<file path="src/rtl/vga_timing_gen_param.sv">
// Parametrised VGA timing generator: programmable porches, sync widths, pixel divider and polarity.
// Optional colour-bar test pattern is enabled by defining VGA_TEST_PATTERN_EN.
module vga_timing_gen_param #(
    parameter int       COLOR_W = 10,
    parameter int       PIX_DIV = 2,
    parameter int       H_SYNC  = 96,
    parameter int       H_BP    = 48,
    parameter int       H_ACT   = 640,
    parameter int       H_FP    = 16,
    parameter int       V_SYNC  = 2,
    parameter int       V_BP    = 33,
    parameter int       V_ACT   = 480,
    parameter int       V_FP    = 10,
    parameter logic     HS_POL  = 1'b0,
    parameter logic     VS_POL  = 1'b0
) (
    input  logic               Clock,
    input  logic               Reset,
    input  logic [COLOR_W-1:0] iRed,
    input  logic [COLOR_W-1:0] iGreen,
    input  logic [COLOR_W-1:0] iBlue,
`ifdef VGA_TEST_PATTERN_EN
    input  logic               iPattern,
`endif
    output logic [10:0]        oCoord_X,
    output logic [10:0]        oCoord_Y,
    output logic               oPix_req,
    output logic               oLine_start,
    output logic               oFrame_start,
    output logic [COLOR_W-1:0] oVGA_R,
    output logic [COLOR_W-1:0] oVGA_G,
    output logic [COLOR_W-1:0] oVGA_B,
    output logic               oVGA_H_SYNC,
    output logic               oVGA_V_SYNC,
    output logic               oVGA_BLANK,
    output logic               oVGA_SYNC,
    output logic               oVGA_CLOCK
);

    localparam int H_TOT = H_SYNC + H_BP + H_ACT + H_FP;
    localparam int V_TOT = V_SYNC + V_BP + V_ACT + V_FP;
    localparam int DIV_W = (PIX_DIV > 1) ? $clog2(PIX_DIV) : 1;

    localparam logic [DIV_W-1:0] DIV_LAST = DIV_W'(PIX_DIV - 1);
    localparam logic [10:0] H_LAST  = 11'(H_TOT - 1);
    localparam logic [10:0] V_LAST  = 11'(V_TOT - 1);
    localparam logic [10:0] H_SYNC_E = 11'(H_SYNC);
    localparam logic [10:0] V_SYNC_E = 11'(V_SYNC);
    localparam logic [10:0] H_ACT_S = 11'(H_SYNC + H_BP);
    localparam logic [10:0] H_ACT_E = 11'(H_SYNC + H_BP + H_ACT);
    localparam logic [10:0] V_ACT_S = 11'(V_SYNC + V_BP);
    localparam logic [10:0] V_ACT_E = 11'(V_SYNC + V_BP + V_ACT);

    logic [DIV_W-1:0]   div_q, div_d;
    logic [10:0]        h_q, h_d;
    logic [10:0]        v_q, v_d;
    logic               hs_q, vs_q, blank_q, ls_q, fs_q;
    logic [COLOR_W-1:0] r_q, g_q, b_q;

    logic               tick, h_end, v_end, active;
    logic [COLOR_W-1:0] src_r, src_g, src_b;

    always_comb begin
        tick   = (div_q == DIV_LAST);
        h_end  = (h_q == H_LAST);
        v_end  = (v_q == V_LAST);
        active = (h_q >= H_ACT_S) && (h_q < H_ACT_E) && (v_q >= V_ACT_S) && (v_q < V_ACT_E);

        div_d = tick ? '0 : div_q + 1'b1;
        h_d   = h_q;
        v_d   = v_q;
        if (tick) begin
            h_d = h_end ? 11'd0 : h_q + 11'd1;
            if (h_end) begin
                v_d = v_end ? 11'd0 : v_q + 11'd1;
            end
        end
    end

    assign oCoord_X = h_q - H_ACT_S;
    assign oCoord_Y = v_q - V_ACT_S;
    assign oPix_req = tick & active;

`ifdef VGA_TEST_PATTERN_EN
    // Bar index is the active X scaled into eight equal bands; each bit lights one channel.
    logic [2:0] bar;
    assign bar   = 3'(({oCoord_X, 3'b000}) / 14'(H_ACT));
    assign src_r = iPattern ? {COLOR_W{bar[2]}} : iRed;
    assign src_g = iPattern ? {COLOR_W{bar[1]}} : iGreen;
    assign src_b = iPattern ? {COLOR_W{bar[0]}} : iBlue;
`else
    assign src_r = iRed;
    assign src_g = iGreen;
    assign src_b = iBlue;
`endif

    always_ff @(posedge Clock) begin
        if (Reset) begin
            div_q   <= '0;
            h_q     <= 11'd0;
            v_q     <= 11'd0;
            hs_q    <= ~HS_POL;
            vs_q    <= ~VS_POL;
            blank_q <= 1'b0;
            r_q     <= '0;
            g_q     <= '0;
            b_q     <= '0;
            ls_q    <= 1'b0;
            fs_q    <= 1'b0;
        end else begin
            div_q <= div_d;
            h_q   <= h_d;
            v_q   <= v_d;
            // Pulses land in the cycle the counters wrap to column 0.
            ls_q  <= tick & h_end;
            fs_q  <= tick & h_end & v_end;
            if (tick) begin
                hs_q    <= (h_q < H_SYNC_E) ? HS_POL : ~HS_POL;
                vs_q    <= (v_q < V_SYNC_E) ? VS_POL : ~VS_POL;
                blank_q <= active;
                r_q     <= active ? src_r : '0;
                g_q     <= active ? src_g : '0;
                b_q     <= active ? src_b : '0;
            end
        end
    end

    assign oVGA_R       = r_q;
    assign oVGA_G       = g_q;
    assign oVGA_B       = b_q;
    assign oVGA_H_SYNC  = hs_q;
    assign oVGA_V_SYNC  = vs_q;
    assign oVGA_BLANK   = blank_q;
    assign oLine_start  = ls_q;
    assign oFrame_start = fs_q;
    assign oVGA_SYNC    = 1'b0;
    assign oVGA_CLOCK   = Clock;

endmodule

</file>
<file path="config.mk">
export PLATFORM = sky130hd
export DESIGN_NAME = vga_timing_gen_param
export DESIGN_NICKNAME = d
export VERILOG_FILES = /design/src/rtl/vga_timing_gen_param.sv
export SDC_FILE = /design/constraint.sdc
export NUM_CORES = 1
export LEC_CHECK = 0
export BUFFER_PORTS_ARGS = -buffer_cell sky130_fd_sc_hd__buf_2
export CORE_MARGIN = 4
export CORE_UTILIZATION = 50
export CTS_BUF_LIST = sky130_fd_sc_hd__clkbuf_4 sky130_fd_sc_hd__clkbuf_8
export DETAILED_ROUTE_END_ITERATION = 8
export PLACE_DENSITY_LB_ADDON = 0.25
export SLEW_MARGIN = 10
export SYNTH_ARGS = -nofsm -noshare
export SYNTH_HDL_FRONTEND = slang
export SYNTH_SLANG_ARGS = --single-unit
</file>
<file path="constraint.sdc">
create_clock -name Clock -period 6.82 [get_ports Clock]
set_clock_uncertainty 0.1 [all_clocks]
set_input_delay 0.341 -clock Clock [delete_from_list [all_inputs] [get_ports Clock]]
set_output_delay 0.341 -clock Clock [all_outputs]
set_load 0.01 [all_outputs]
</file>
-- Yosys cells after proc, flatten, opt, wreduce, memory -nomap -nowiden
Cells that the tools add are included.
- register bits: 58
- input bits: 32
- output and inout bits: 60
- word-level logic and storage cells: 39
- add/subtract/negate cells: 5
- bitwise logic cells: 3
- magnitude comparators: 6
- eq/ne operators: 2
- reduce and logical (&&, ||, !) cells: 5
- mux-type cells: 7
- operators by type and width (kind ; count):
    10-bit two-way mux ; 3
    11-bit by 1-bit adder with 11-bit output, second input constant ; 2
    11-bit by 10-bit == test with 1-bit output, second input constant ; 2
    11-bit by 10-bit < comparator with 1-bit output, second input constant ; 2
    11-bit two-way mux ; 2
    11-bit by 6-bit >= comparator with 1-bit output, second input constant ; 1
    11-bit by 8-bit >= comparator with 1-bit output, second input constant ; 1
    11-bit by 2-bit < comparator with 1-bit output, second input constant ; 1
    11-bit by 7-bit < comparator with 1-bit output, second input constant ; 1
    11-bit by 6-bit subtractor with 11-bit output, second input constant ; 1
    11-bit by 8-bit subtractor with 11-bit output, second input constant ; 1
    1-bit bitwise AND ; 3
    1-bit logical AND ; 3
    1-bit two-way mux ; 2
    2-bit AND reduction ; 1
    2-bit OR reduction ; 1
    1-bit adder, second input constant ; 1

-- Longest topological paths before layout
- word-level depth: 5
- depth in mapped cells: 8

==> results.tsv <==
metric	value	unit
post-synth top area share	0.3983	
top-count cell post-synth	dfxtp_1	
pre-CTS WS	2.854	ns
crit path cell chain	clkbuf_8, clkbuf_8, buf_2	
Worst-Margin Slew	1.088	ns
CP peak stage delay	0.13	ns
WL final	7250	um
area grow syn2layout	20.30	%
die area	7117	um^2
Hold Buf Count CTS	0	
Starting Density	0.5230	
die width	84.36	um
Final setup viols	0	
core area	5574	um^2
Rel. slew slack	0.2743	
Placed Instance Area	3268	um^2
insertion delay to the later sink of the worst-skew pair	0.43	ns
post-synthesis cell type count	48	
storage element area	1161	um^2
adder-cell area share of the yosys netlist	0.02575	
total gr overflow	0	
Yosys warning total	0	
fin util	0.6292	
CP Launch Type	clock port	
post-synthesis mux area share	0.007296	
Sequential Power Share	0.464	
Worst EP arrival	3.77	ns
Psw	0.1710	mW
Seq cells post-synth	58	
antenna fix cells	0	
critical path class	clk -> out	
CTS tree	done	
Area contributors post-synth	dfxtp_1 (40%), o41ai_1 (9.3%), nand2_1 (6.1%), inv_1 (5.0%), xor2_1 (3.6%)	
vias in the first global route	2557	
Lkg Pwr	1.527	nW
Post-synth EDFFs	0	
via count	2692	
Top Ports	92	
Critical Path Sink Type	output pin	
Mapped Cells	347	
syn nets	385	
RePlAce Congestion	0.8850	
fill cell count	492	
largest family of logic cells by synthesized area	simple AND/OR/NAND/NOR gates	
nets	457	
commonest cells in the netlist	dfxtp_1 (58), nand2_1 (47), inv_1 (39)	
cell taking the most area after synthesis	dfxtp_1	
Residual DRC	0	
Die Span Y	84.36	um
Avg WL per Cell	14.65	um
Final Hold Fails	0	
GRT Util Overall	0.2049	
area taken by multi-input logic gates	1410	um^2
initial antenna violation count	0	
IR drop worst, VDD	0.0001934	V
worst min path class	in -> reg	
complex-gate fraction of the synthesized area	0.1665	
Comb power frac	0.044	
area of the mapped netlist	2915	um^2
number of port buffers	90	
number of setup buffers added after CTS	0	
drt via density	5.438	
async set-or-reset flop fraction in the synthesized netlist	0	
P per Cell Area	211.4	nW/um^2
Initial DRC Count	166	
1st-pass router iterations	4	
post-route cell area	3507	um^2
Top FF cell, synth	dfxtp_1	
RSZ-0062 raised after global routing	no	
Final WS setup	2.612	ns
syn avg cell area	8.401	um^2
Pint	0.5705	mW
Synth Area in Simple Gates	0.2090	
Seq/Total Area, Yosys	0.3983	
switching share of power	0.2306	
largest net degree at the start of global routing	33	
ANT nets after route	0	
share of layout cells above drive strength 1	0.2955	
Clock transition at path regs	0.07	ns
CP most frequent cell	clkbuf_8	
Resized cells post-CTS	0	
Clock Power Share	0.491	
first-pass GRT wire length	11920	um
FP Rows	27	
crit-path max FO	2	
max capacitance violation total	0	
CP max-delay cell	buf_2	
outcome	completed	
setup TNS	0	ns
max-slew violation count	0	
Post-Synth XOR/XNOR Area	0.06910	
Worst Path Required	6.38	ns
detailed placer's ending HPWL	5002	um
layer usage:
metal	vias up	GRT usage	routed length, um
met5	-	0	0
met4	0	0.1137	250
met3	27	0.06281	522
met2	95	0.3099	3251
met1	1230	0.2601	3225
li1	1340	-	-
metrics by stage:
stage                     power [mW]  cells  hold slack [ns]
after floorplan               0.3827    347           0.3328
after global placement        0.3930    477           0.3244
final                         0.7415    495          0.05282
after global routing          0.7694    495          0.05164
after CTS                     0.7473    495          0.04334
after detailed placement      0.3931    477           0.3305
worst max-delay path, delay by kind of cell:
kind | cells | cell delay (ns)
buffers and inverters | 3 | 0.36
sequential cells by signal, indices dropped and copies added, names as in the netlist:
register / flops
div_q: 1
h_q: 11
oFrame_start: 1
oLine_start: 1
oVGA_B: 10
oVGA_BLANK: 1
oVGA_G: 10
oVGA_H_SYNC: 1
oVGA_R: 10
oVGA_V_SYNC: 1
v_q: 11
area by class of cell:
type | instances | area share
Clock inverter | 5 | 0.01570
Tap cell | 72 | 0.02569
Multi-Input combinational cell | 216 | 0.4021
Timing Repair Buffer | 91 | 0.1313
Clock buffer | 14 | 0.05244
Inverter | 39 | 0.04174
Sequential cell | 58 | 0.3311
placed cells by master (no fill, tap or decap), types with 2 or more instances in the layout:
master	n
nand3_1	8
clkinv_2	2
buf_4	2
nand4_1	5
nand2_1	47
nor2_1	21
clkinvlp_4	2
a21oi_1	12
inv_1	39
buf_2	90
clkbuf_8	13
o21ai_0	9
ha_1	6
nor3_1	5
xor2_1	12
o31ai_1	2
or3_1	7
and4_1	2
and2_1	2
o41ai_1	31
nor4_1	7
xnor2_1	11
or4_4	3
dfxtp_1	58
logic make-up after synthesis:
| group | Yosys count |
|---|---|
| adder cells (fa/ha/maj) | 6 |
| other | 1 |
| flip-flops | 58 |
| AND/OR/NAND/NOR | 120 |
| multiplexers | 2 |
| XOR/XNOR | 23 |
| buffers and inverters | 73 |
| AO/OA/AOI/OAI | 64 |
final timing paths:
path             start          to  slack (ns)  depth (start not counted)
max              Clock  oVGA_CLOCK        2.61                          3
min          iGreen[3]   oVGA_G[3]        0.05                          3
max reg2reg     h_q[4]      v_q[0]        4.42                          5
min reg2reg  oVGA_G[7]   oVGA_G[7]        0.35                          2
power by group through the flow:
stage	combinational [mW]	clock [mW]	sequential (mW)
final	0.0327	0.364	0.344
after global routing	0.0364	0.389	0.344
after CTS	0.0327	0.370	0.344
after detailed placement	0.0323	0.00886	0.352
after global placement	0.0322	0.00886	0.352
after floorplan	0.0198	0.0121	0.351
Power figures use the tool's default switching activity.
